`src/rtl/uart_pkg.sv`:
```
// rtl/uart_pkg.sv - parity encodings, FSM state codes and frame helpers shared by the UART blocks
package uart_pkg;

  localparam int PAR_NONE = 0;
  localparam int PAR_EVEN = 1;
  localparam int PAR_ODD  = 2;

  typedef logic [2:0] uart_state_t;

  localparam uart_state_t ST_IDLE   = 3'd0;
  localparam uart_state_t ST_START  = 3'd1;
  localparam uart_state_t ST_DATA   = 3'd2;
  localparam uart_state_t ST_PARITY = 3'd3;
  localparam uart_state_t ST_STOP   = 3'd4;

  // Bit periods in one frame: start, data, optional parity, stop.
  function automatic int frame_bits(input int data_bits, input int parity, input int stop_bits);
    return 1 + data_bits + ((parity != PAR_NONE) ? 1 : 0) + stop_bits;
  endfunction

endpackage

```
`src/rtl/sync_fifo.sv`:
```
// rtl/sync_fifo.sv - synchronous first-word-fall-through FIFO with valid/ready write port and level
module sync_fifo #(
  parameter int DATA_W = 8,
  parameter int DEPTH  = 16
) (
  input  logic                       clk,
  input  logic                       rst_n,
  input  logic                       wr_valid,
  input  logic [DATA_W-1:0]          wr_data,
  output logic                       wr_ready,
  input  logic                       rd_en,
  output logic [DATA_W-1:0]          rd_data,
  output logic [$clog2(DEPTH+1)-1:0] level
);

  localparam int AW = $clog2(DEPTH);
  localparam int LW = $clog2(DEPTH+1);

  // One extra pointer bit separates full from empty when the low bits match.
  logic [AW:0]       wr_ptr;
  logic [AW:0]       rd_ptr;
  logic [DATA_W-1:0] mem [DEPTH];
  logic              full;
  logic              empty;
  logic              wr_en;
  logic              rd_fire;

  assign full     = (wr_ptr[AW] != rd_ptr[AW]) && (wr_ptr[AW-1:0] == rd_ptr[AW-1:0]);
  assign empty    = (wr_ptr == rd_ptr);
  assign wr_ready = !full;
  assign wr_en    = wr_valid && !full;
  assign rd_fire  = rd_en && !empty;
  assign rd_data  = mem[rd_ptr[AW-1:0]];
  assign level    = LW'(wr_ptr - rd_ptr);

  always_ff @(posedge clk or negedge rst_n) begin
    if (!rst_n) begin
      wr_ptr <= '0;
      rd_ptr <= '0;
    end else begin
      if (wr_en) begin
        wr_ptr <= wr_ptr + (AW+1)'(1);
      end
      if (rd_fire) begin
        rd_ptr <= rd_ptr + (AW+1)'(1);
      end
    end
  end

  always_ff @(posedge clk) begin
    if (wr_en) begin
      mem[wr_ptr[AW-1:0]] <= wr_data;
    end
  end

endmodule

```
`src/rtl/uart_tx_buf.sv`:
```
// rtl/uart_tx_buf.sv - buffered UART transmitter: FIFO, baud divider, frame FSM and shifter
module uart_tx_buf
  import uart_pkg::*;
#(
  parameter int DATA_BITS = 8,
  parameter int PARITY    = 0,
  parameter int STOP_BITS = 1,
  parameter int CLK_DIV   = 104,
  parameter int DEPTH     = 16
) (
  input  logic                       clk,
  input  logic                       rst_n,
  input  logic                       wr_valid,
  input  logic [DATA_BITS-1:0]       wr_data,
  output logic                       wr_ready,
  output logic                       tx,
  output logic                       busy,
  output logic [$clog2(DEPTH+1)-1:0] level,
  output logic                       overflow
);

  localparam int CW = $clog2(CLK_DIV);
  localparam int BW = $clog2(DATA_BITS);
  localparam logic [CW-1:0] BAUD_LAST = CW'(CLK_DIV - 1);
  localparam logic [BW-1:0] BIT_LAST  = BW'(DATA_BITS - 1);
  localparam logic          STOP_LAST = (STOP_BITS == 2);

  uart_state_t          state;
  logic [CW-1:0]        baud_cnt;
  logic [BW-1:0]        bit_idx;
  logic                 stop_idx;
  logic [DATA_BITS-1:0] shift;
  logic                 par_bit;
  logic                 fifo_ready;
  logic                 pop;
  logic                 bit_end;
  logic [DATA_BITS-1:0] head;

  sync_fifo #(
    .DATA_W (DATA_BITS),
    .DEPTH  (DEPTH)
  ) u_fifo (
    .clk      (clk),
    .rst_n    (rst_n),
    .wr_valid (wr_valid),
    .wr_data  (wr_data),
    .wr_ready (fifo_ready),
    .rd_en    (pop),
    .rd_data  (head),
    .level    (level)
  );

  assign wr_ready = fifo_ready;
  assign bit_end  = (baud_cnt == '0);
  assign busy     = (state != ST_IDLE) || (level != '0);

  // A word leaves the FIFO either from idle or on the last stop-bit edge, so frames chain gap-free.
  always_comb begin
    pop = 1'b0;
    if (level != '0) begin
      if (state == ST_IDLE) begin
        pop = 1'b1;
      end else if ((state == ST_STOP) && bit_end && (stop_idx == STOP_LAST)) begin
        pop = 1'b1;
      end
    end
  end

  always_ff @(posedge clk or negedge rst_n) begin
    if (!rst_n) begin
      overflow <= 1'b0;
    end else begin
      overflow <= wr_valid && !fifo_ready;
    end
  end

  always_ff @(posedge clk or negedge rst_n) begin
    if (!rst_n) begin
      state    <= ST_IDLE;
      baud_cnt <= '0;
      bit_idx  <= '0;
      stop_idx <= 1'b0;
      shift    <= '0;
      par_bit  <= 1'b0;
      tx       <= 1'b1;
    end else begin
      if (state != ST_IDLE) begin
        baud_cnt <= bit_end ? BAUD_LAST : baud_cnt - CW'(1);
      end
      case (state)
        ST_IDLE: begin
          tx <= 1'b1;
        end
        ST_START: begin
          if (bit_end) begin
            state   <= ST_DATA;
            tx      <= shift[0];
            shift   <= shift >> 1;
            bit_idx <= '0;
          end
        end
        ST_DATA: begin
          if (bit_end) begin
            if (bit_idx == BIT_LAST) begin
              if (PARITY != PAR_NONE) begin
                state <= ST_PARITY;
                tx    <= par_bit;
              end else begin
                state    <= ST_STOP;
                tx       <= 1'b1;
                stop_idx <= 1'b0;
              end
            end else begin
              bit_idx <= bit_idx + BW'(1);
              tx      <= shift[0];
              shift   <= shift >> 1;
            end
          end
        end
        ST_PARITY: begin
          if (bit_end) begin
            state    <= ST_STOP;
            tx       <= 1'b1;
            stop_idx <= 1'b0;
          end
        end
        ST_STOP: begin
          if (bit_end) begin
            if (stop_idx == STOP_LAST) begin
              state <= ST_IDLE;
              tx    <= 1'b1;
            end else begin
              stop_idx <= 1'b1;
            end
          end
        end
        default: begin
          state <= ST_IDLE;
          tx    <= 1'b1;
        end
      endcase
      // Loading a new word overrides whatever the case above chose for this edge.
      if (pop) begin
        shift    <= head;
        par_bit  <= (^head) ^ (PARITY == PAR_ODD);
        baud_cnt <= BAUD_LAST;
        tx       <= 1'b0;
        state    <= ST_START;
      end
    end
  end

endmodule

```
`config.mk`:
```
export PLATFORM = sky130hd
export DESIGN_NAME = uart_tx_buf
export DESIGN_NICKNAME = d
export VERILOG_FILES = /design/src/rtl/uart_pkg.sv /design/src/rtl/sync_fifo.sv /design/src/rtl/uart_tx_buf.sv
export SDC_FILE = /design/constraint.sdc
export NUM_CORES = 1
export LEC_CHECK = 0
export CORE_ASPECT_RATIO = 0.75
export CORE_MARGIN = 8
export CORE_UTILIZATION = 60
export CTS_BUF_LIST = sky130_fd_sc_hd__clkbuf_4 sky130_fd_sc_hd__clkbuf_8 sky130_fd_sc_hd__clkbuf_16
export CTS_CLUSTER_DIAMETER = 150
export DETAILED_ROUTE_END_ITERATION = 8
export PLACE_DENSITY = 0.78
export SLEW_MARGIN = 10
export SYNTH_ARGS = -nofsm -noshare
export SYNTH_HDL_FRONTEND = slang
export SYNTH_HIERARCHICAL = 1
export SYNTH_SLANG_ARGS = --single-unit
```
`constraint.sdc`:
```
create_clock -name clk -period 5.9 [get_ports clk]
set_input_delay 1.475 -clock clk [delete_from_list [all_inputs] [get_ports clk]]
set_output_delay 1.475 -clock clk [all_outputs]
set_load 0.005 [all_outputs]
```
==> results.cfg, run 1 <==
[status]
status = finished clean

[clock_network]
cts_tree = built
cts_hold_buf = 0
cts_resized = 0
clockRootBuffer = clkbuf_16
postCtsSetupRepairBufs = 0
clock_insertion_delay_worst_skew_ns = 0.42
path_clk_slew_ns = 0.06
numCtsBuffers = 17
cts_buffer_depth = 2
htreeDepth = 4
cts_sinks = 161

[worst_hold_path]
min_path_type = register to register
worstHoldStart = baud_cnt[6]

[global_route]
grt_pass1_vias = 3829
grt-ovfl-total = 0
grt_use_total_pct = 19.9
antenna_found_initial = 0
grt_pass1_wl_um = 22200
grt_max_degree = 44

[critical_path]
reg2reg_slack_ns = 1.94
crit_path_top_delay_cell = or4_4
crit_path_cell_trace = inv_1, ha_1, inv_1, fa_1, a21o_1, a21oi_1, xnor2_1, or4_4, or3_1, clkdlybuf4s50_1
setup.worst_path.start = u_fifo/wr_ptr[0]
worstSetupPathType = register to primary output
crit_family = simple AND/OR/NAND/NOR gates
required_ns = 4.43
r2r-start = u_fifo/wr_ptr[0]
max_stage_delay_ns = 0.57
critPathLaunchType = register
crit_path_max_fanout = 9
crit_buf_inv = 3
crit_arrival_ns = 3.75
crit_top_cell = inv_1
endpoint_kind = primary output

[floorplan]
core_area_mm2 = 0.0114
dieHeight_um = 109
die_area_mm2 = 0.0153
ios = 20
die_w_um = 140
fp-row-count = 34
start_util_pct = 60.6

[finish]
final_common_cell = edfxtp_1
drive_above_1_share_pct = 15.8
final_util_pct = 69.1
syn_to_final_growth_pct = 14.0
num_antenna_cells = 0
instances_no_fill = 606
design_area_mm2 = 0.00791
final_net_count = 473
mostFrequentLayoutCells = edfxtp_1, dfrtp_1, mux2i_1

[synthesis]
synthArstFlopShare_pct = 20.5
syn_inst = 426
netlist_area_mm2 = 0.00694
ys.flop_type = edfxtp_1
synth_edf_count = 128
synthesis.nets = 450
ys_warn_count = 6
synth_cell_type_count = 53
ys_seq_elements = 161
yosysSeqAreaShare_pct = 67.3
syn_avg_cell_area_um2 = 16.3

[sta]
min_period_ns = 5.22
max_freq_mhz = 192
post-route-period-util_pct = 88.5
holdWs_ns = 0.495
finalSetupViolCount = 0
slew-limit-headroom_pct = 39.2
worstMarginPinSlew_ns = 0.908
hold_viol_final = 0
slew_viol_final = 0
rsz0062_at_grt = no
skew_ns = 0.0114
setup_tns_ns = 0

[detailed_routing]
drt_iter0_drc = 455
final_antenna_net_count = 0
viasPerCell = 6.45
drc = 0
routed-wl-met3_um = 904
wirelength_met1_um = 6310
wl_per_cell_um = 23.5
drt_pre_antenna_iters = 5
dr.max_layer_used = met4
vias = 3909
wl_met2_um = 6840
routed_wl_um = 14300

[power_and_ir_drop]
pwr-share-clk_pct = 31.8
p_int_w = 0.00284
p_sw_share_pct = 29.9
ir_drop_uv = 287
p_per_area_mw_per_mm2 = 513
switching_power_w = 0.00121
p_seq_share_pct = 37.7
p_leak_nw = 2.80
power_frac_comb_pct = 30.5

[run]
drv_cap = 0

[placed_design]
dp_cells = 574
io_buffers = 19
hpwlAfterDp_um = 8840
gp_congestion = 0.833
dpl_cell_area_mm2 = 0.00720
## logic make-up after synthesis
logic type / share of synthesized area [%]
AO/OA/AOI/OAI: 6.95
XOR/XNOR: 1.89
adder cells (fa/ha/maj): 2.45
AND/OR/NAND/NOR: 6.22
buffers and inverters: 3.18
flip-flops: 67.3
multiplexers: 12.0
## metrics by stage
| stage | total power, W | setup slack [ns] |
|---|---|---|
| 2_1_floorplan | 0.00240 | 1.63 |
| 3_3_place_gp | 0.00272 | 1.32 |
| 3_5_place_dp | 0.00277 | 1.17 |
| 4_1_cts | 0.00407 | 0.714 |
| 5_1_grt | 0.00424 | 0.552 |
| 6_report | 0.00406 | 0.680 |
## state kept, by name, summed over array words and instances (netlist names)
register / flops
tx: 1
u_fifo/wr_ptr: 5
bit_idx: 3
baud_cnt: 7
overflow: 1
shift: 8
state: 3
u_fifo/rd_ptr: 5
u_fifo/mem: 128
## synthesized netlist by cell type, types with 2 or more instances
cell	number	share of area (%)
edfxtp_1	128	55
nand2_1	10	0.54
buf_6	5	0.81
buf_8	2	0.43
o21ai_0	21	1.5
or3_1	3	0.27
xor2_1	5	0.63
mux2i_1	24	3.5
nand3_1	10	0.72
o31ai_1	5	0.54
a221oi_1	7	0.88
nor2b_1	3	0.27
ha_1	12	2.2
xnor2_1	10	1.3
nor3b_1	7	0.76
and3_1	7	0.63
o41ai_1	2	0.25
o21ai_1	13	0.94
inv_1	14	0.76
mux2_2	2	0.32
a31oi_1	9	0.81
buf_1	2	0.11
nor2_1	9	0.49
and2_1	7	0.63
mux4_2	17	5.5
clkbuf_1	4	0.22
dfrtp_1	32	12
a31o_2	2	0.25
nor3_1	12	0.87
nand4_1	3	0.27
buf_2	7	0.51
a21oi_1	4	0.29
a21o_1	2	0.22
mux4_1	7	2.7
## routing by layer
| layer | vias up | global-route usage (%) |
|---|---|---|
| met5 | - | 0 |
| li1 | 1724 | - |
| met4 | 0 | 7.18 |
| met2 | 154 | 31.5 |
| met1 | 2011 | 26.9 |
| met3 | 20 | 4.72 |
## layout make-up
cell class              instances  area (um2)
clock buffers                  22         475
clock inverters                10         231
fillers                       709        3540
inverters                      15        56.3
multi-input cells             229        2050
flip-flops and latches        161        4670
well taps                     144         180
repair buffers                 25         235
## power by group through the flow
stage	clock, W	sequential, W	combinational [W]
2_1_floorplan	0	0.00150	0.000905
3_3_place_gp	0	0.00153	0.00119
3_5_place_dp	0	0.00154	0.00122
4_1_cts	0.00130	0.00153	0.00124
5_1_grt	0.00135	0.00155	0.00134
6_report	0.00129	0.00153	0.00124
## path summary, 6_finish.rpt
kind                            depth (start not counted)                to
worst max-delay path                                   10              busy
max in group asynchronous                               2                tx
worst max register to register                         14  u_fifo/rd_ptr[4]
worst min register to register                          1       baud_cnt[6]
worst min-delay path                                    1       baud_cnt[6]
min in group asynchronous                               1          overflow
No activity file was read; power rests on OpenSTA's default activity.
==> run 2: changes to the inputs <==
--- a/config.mk
+++ b/config.mk
@@ -5,13 +5,15 @@
 export SDC_FILE = /design/constraint.sdc
 export NUM_CORES = 1
 export LEC_CHECK = 0
+export ABC_AREA = 1
+export CAP_MARGIN = 20
 export CORE_ASPECT_RATIO = 0.75
 export CORE_MARGIN = 8
 export CORE_UTILIZATION = 60
 export CTS_BUF_LIST = sky130_fd_sc_hd__clkbuf_4 sky130_fd_sc_hd__clkbuf_8 sky130_fd_sc_hd__clkbuf_16
 export CTS_CLUSTER_DIAMETER = 150
 export DETAILED_ROUTE_END_ITERATION = 8
-export PLACE_DENSITY = 0.78
+export PLACE_DENSITY_LB_ADDON = 0.3
 export SLEW_MARGIN = 10
 export SYNTH_ARGS = -nofsm -noshare
 export SYNTH_HDL_FRONTEND = slang
==> run 2 against run 1 <==
  * Critical path depth increased by 1
  * Die area increased by 9.3%
  * Combinational power decreased by 63%
  * Clock skew increased by 0.0035 ns
  * Cell area increased by 7.5%
  * Sequential share of layout area decreased by 4.1 points
  * Cell count increased by 65%
  * First-iteration DRC count increased by 55%
  * Critical endpoint unchanged
  * Highest routed layer unchanged
==> results.cfg, run 2 <==
[synthesis]
syn_avg_cell_area_um2 = 9.53
synth_edf_count = 128
ys_seq_elements = 161
synthTopCellsByArea = edfxtp_1, nand2_1, dfrtp_1, nand3_1, inv_1
ys.flop_type = edfxtp_1
synthesis.nets = 830
synth_cell_type_count = 33
synthArstFlopShare_pct = 20.5
yosysTopAreaCell = edfxtp_1
synth.top_cell.area_share_pct = 50.0
ys_warn_count = 6
syn_inst = 806
netlist_area_mm2 = 0.00768
netlist_top_cells_count = nand2_1, inv_1, edfxtp_1
yosysSeqAreaShare_pct = 60.8
synth.most_common_cell = nand2_1

[power_and_ir_drop]
ir_drop_uv = 310
p_per_area_mw_per_mm2 = 339
p_leak_nw = 3.81

[global_route]
grt_pass1_vias = 5239
grt-ovfl-total = 0
grt_pass1_wl_um = 27200
grt_use_total_pct = 21.0
antenna_found_initial = 0
grt_max_degree = 68

[sta]
holdWs_ns = 0.506
max_freq_mhz = 209
slew-limit-headroom_pct = 28.4
worstMarginPinSlew_ns = 1.07
rsz0062_at_grt = no
post-route-period-util_pct = 81.0
hold_viol_final = 0
min_period_ns = 4.78
skew_ns = 0.0149
slew_viol_final = 0
finalSetupViolCount = 0
setup_tns_ns = 0

[clock_network]
path_clk_slew_ns = 0.07
clock_insertion_delay_worst_skew_ns = 0.42
postCtsSetupRepairBufs = 0
clockRootBuffer = clkbuf_16
cts_sinks = 161
cts_resized = 0
cts_buffer_depth = 2
cts_hold_buf = 0
htreeDepth = 4
cts_tree = built
numCtsBuffers = 17

[placed_design]
dpl_cell_area_mm2 = 0.00793
io_buffers = 19
hpwlAfterDp_um = 10900
gp_congestion = 0.989
dp_cells = 967

[floorplan]
fp-row-count = 35
start_util_pct = 62.0
ios = 20
dieHeight_um = 114
die_area_mm2 = 0.0167
core_area_mm2 = 0.0124
die_w_um = 147

[detailed_routing]
drc = 0
wirelength_met1_um = 7470
routed_wl_um = 16900
final_antenna_net_count = 0
wl_per_cell_um = 16.9
viasPerCell = 5.42
drt_pre_antenna_iters = 6
drt_iter0_drc = 703
wl_met2_um = 7770
vias = 5417
dr.max_layer_used = met4
routed-wl-met3_um = 1380

[finish]
final_net_count = 844
n_fill_cell = 899
instances_no_fill = 999
largest_reg_flops = 128
mostFrequentLayoutCells = nand2_1, inv_1, edfxtp_1
design_area_mm2 = 0.00850
drive_above_1_share_pct = 7.92
final_common_cell = nand2_1
num_antenna_cells = 0
syn_to_final_growth_pct = 10.6

[critical_path]
crit_arrival_ns = 3.30
endpoint_kind = primary output
required_ns = 4.43
crit_path_max_fanout = 35
worstSetupPathType = register to primary output
critPathLaunchType = register

[run]
drv_cap = 0

[status]
status = finished clean

[worst_hold_path]
min_path_type = register to register
-- run 2: worst max-delay path, stage by stage, from the launching register on --
cell and delay (ns):
dfrtp_1 0.33, buf_4 0.36, inv_2 0.35, fa_1 0.52, nand3_1 0.10, nand2_1 0.06, xor2_1 0.18, inv_1 0.06
nand3_1 0.10, inv_1 0.08, nand2_2 0.18, clkdlybuf4s50_1 0.55
-- run 2: power by group --
group	switching, W	leakage (nW)	internal, W
sequential	0.0000461	1.55	0.00133
combinational	0.000280	1.98	0.000174
clock	0.000460	0.281	0.000589
total	0.000786	3.81	0.00209
-- run 2: cell type report --
class	count	area, um2	share of cell area (%)
clock buffer	20	472	5.55
clock inverter	12	95.1	1.12
inverter	150	566	6.66
multi-input combinational	468	2270	26.7
sequential	161	4670	55.0
tap	166	208	2.44
timing repair buffer	22	213	2.50
-- run 2: layer usage --
metal | track usage (%) | vias to the layer above
met3 | 5.54 | 23
met4 | 7.39 | 0
met1 | 28.2 | 2570
met2 | 32.7 | 241
met5 | 0 | -
li1 | - | 2583
-- run 2: per-stage QoR --
step	util, %	setup WS, ns	total power, W
global route	68.6	0.899	0.00299
floorplan	-	2.56	0.00165
CTS	68.6	1.13	0.00288
finish	68.6	1.12	0.00288
global placement	64.0	1.68	0.00183
detailed placement	64.0	1.59	0.00184
-- run 2: final timing paths --
check | slack (ns) | start | cells past startpoint | end
max in group asynchronous | 4.10 | rst_n | 2 | u_fifo/rd_ptr[0]
min in group asynchronous | 1.46 | rst_n | 2 | state[1]
worst min register to register | 0.51 | tx | 2 | tx
worst max register to register | 2.71 | u_fifo/rd_ptr[1] | 12 | u_fifo/rd_ptr[1]
worst max-delay path | 1.12 | u_fifo/rd_ptr[1] | 11 | busy
worst min-delay path | 0.51 | tx | 2 | tx
-- run 2: logic make-up (layout without fill, tap and decap cells) --
group,Yosys count,in the layout,synth area share [%]
compound gates,21,21,1.78
xor+xnor,13,13,1.48
fa+ha+maj,13,13,2.21
buf+inv,177,204,9.64
flops,161,161,60.8
simple gates,421,421,24.1
==> run 3: changes to the inputs <==
==> constraint.sdc (replaced) <==
create_clock -name clk -period 4.5 [get_ports clk]
set_input_delay 1.125 -clock clk [delete_from_list [all_inputs] [get_ports clk]]
set_output_delay 1.125 -clock clk [all_outputs]
set_load 0.005 [all_outputs]
==> run 3 against run 2 <==
  * Cell count increased by 0.20%
  * Combinational power up 34%
  * Clock-buffer cell count is 2 lower
  * Via count fell by 0.76%
  * Clock power is 31% higher
  * Sequential share of layout area down 0.19 points
  * Flip-flop and latch count stayed put
  * Die area stayed put
  * First-iteration DRC count decreased by 7.0%
  * Highest routed layer unchanged
  * Critical endpoint unchanged
  * Utilization rose by 0.25 points
  * Setup slack worse by 0.82 ns
  * Global-route usage fell by 0.53 points
==> results.cfg, run 3 (synthesized netlist as in run 2, its figures left out) <==
[detailed_routing]
routed_wl_um = 16600
drt_iter0_drc = 654
viasPerCell = 5.37
wl_per_cell_um = 16.6
drt_pre_antenna_iters = 6
drc = 0
final_antenna_net_count = 0
vias = 5376

[global_route]
grt-ovfl-total = 0
grt_max_degree = 68
antenna_found_initial = 0
grt_pass1_wl_um = 26400
grt_use_total_pct = 20.5
grt_pass1_vias = 5120

[floorplan]
start_util_pct = 62.0
core_area_mm2 = 0.0124
die_area_mm2 = 0.0167
fp-row-count = 35
ios = 20
dieHeight_um = 114
die_w_um = 147

[sta]
rsz0062_at_grt = no
slew-limit-headroom_pct = 45.8
slew_viol_final = 0
worst_slack_ns = 0.306
skew_ns = 0.00745
min_period_ns = 4.19
post-route-period-util_pct = 93.2
setup_tns_ns = 0
finalSetupViolCount = 0
hold_viol_final = 0
worstMarginPinSlew_ns = 0.811
max_freq_mhz = 238

[critical_path]
crit_arrival_ns = 3.07
worstSetupPathType = register to primary output
required_ns = 3.38
crit_path_max_fanout = 12
reg2reg_slack_ns = 1.74
r2r-start = u_fifo/wr_ptr[0]
ff2ff_path_depth = 14
endpoint_kind = primary output
r2r_end = u_fifo/rd_ptr[1]
critPathLaunchType = register

[finish]
final_common_cell = nand2_1
instances_no_fill = 1001
mostFrequentLayoutCells = nand2_1, inv_1, edfxtp_1
final_net_count = 846
largest_reg_flops = 128
num_antenna_cells = 0
seqCellArea_mm2 = 0.00467
drive_above_1_share_pct = 8.38
n_fill_cell = 872
syn_to_final_growth_pct = 11.0
multi_input_area_mm2 = 0.00227

[placed_design]
io_buffers = 19
hpwlAfterDp_um = 10900
gp_congestion = 0.881
dpl_worst_slack_ns = 0.692
dp_cells = 968

[power_and_ir_drop]
p_sw_share_pct = 27.5
p_int_w = 0.00274
ir_drop_uv = 305
pwr-share-clk_pct = 36.4
power_frac_comb_pct = 16.1
p_seq_share_pct = 47.5
switching_power_w = 0.00104
p_per_area_mw_per_mm2 = 444
p_leak_nw = 3.83

[worst_hold_path]
whs_path_depth = 2
whs_endpoint = shift[7]
min_path_type = register to register
worstHoldStart = shift[7]

[clock_network]
htreeDepth = 4
cts_buffer_depth = 2
path_clk_slew_ns = 0.07
cts_tree = built
clock_insertion_delay_worst_skew_ns = 0.42
cts_sinks = 161
numCtsBuffers = 17
clockRootBuffer = clkbuf_16
postCtsSetupRepairBufs = 0

[run]
drv_cap = 0

[status]
status = finished clean
==> run 3: worst max-delay path by stage <==
stage                          start    to  slack [ns]  cells after the start
floorplan           u_fifo/rd_ptr[1]  busy        1.51                     12
global placement    u_fifo/rd_ptr[2]  busy        0.85                     10
detailed placement  u_fifo/rd_ptr[2]  busy        0.69                     10
CTS                 u_fifo/rd_ptr[2]  busy        0.19                     10
global route        u_fifo/wr_ptr[0]  busy        0.15                     12
finish              u_fifo/wr_ptr[0]  busy        0.31                     12
==> run 3: what timing repair did <==
item | 4_1_cts | 5_1_grt
resized for setup | 0 | 1
setup endpoints to repair | 0 | 1
hold buffers | 0 | 0
endpoints found under the hold margin | 0 | 0
==> run 3: per-stage QoR <==
stage               power [W]  hold slack (ns)  utilization, %  area [um2]
floorplan             0.00217            0.457               -        7680
global placement      0.00240            0.470            64.0        7940
detailed placement    0.00243            0.481            64.0        7940
CTS                   0.00379            0.502            68.6        8500
global route          0.00392            0.527            68.8        8530
finish                0.00378            0.501            68.8        8530
==> run 3: final cells by class <==
type	count	share of cell area (%)
multi-input combinational	468	26.6
sequential	161	54.8
timing repair buffer	24	2.91
clock buffer	18	5.08
clock inverter	14	1.51
tap	166	2.44
inverter	150	6.63
==> run 3: power groups by stage <==
stage	combinational [W]	sequential (W)	clock (W)
global route	0.000663	0.00181	0.00144
finish	0.000610	0.00180	0.00138
floorplan	0.000364	0.00181	0
CTS	0.000604	0.00180	0.00139
detailed placement	0.000599	0.00183	0
global placement	0.000575	0.00182	0
==> run 3: critical path: stages (launching register included) <==
cell             delay [ns]
dfrtp_1                0.41
inv_1                  0.16
ha_1                   0.17
inv_1                  0.06
fa_1                   0.40
nand3_1                0.11
nand2_1                0.08
xor2_1                 0.19
inv_1                  0.07
nand3_1                0.15
inv_1                  0.10
nand2_2                0.20
clkdlybuf4s50_1        0.55
==> run 3: routing by layer <==
layer | share of wire (%) | GRT usage (%) | up-vias
met4 | 2.5 | 9.03 | 0
met5 | 0 | 0 | -
met2 | 46 | 31.4 | 227
li1 | - | - | 2597
met3 | 7.3 | 4.11 | 38
met1 | 44 | 28.0 | 2514
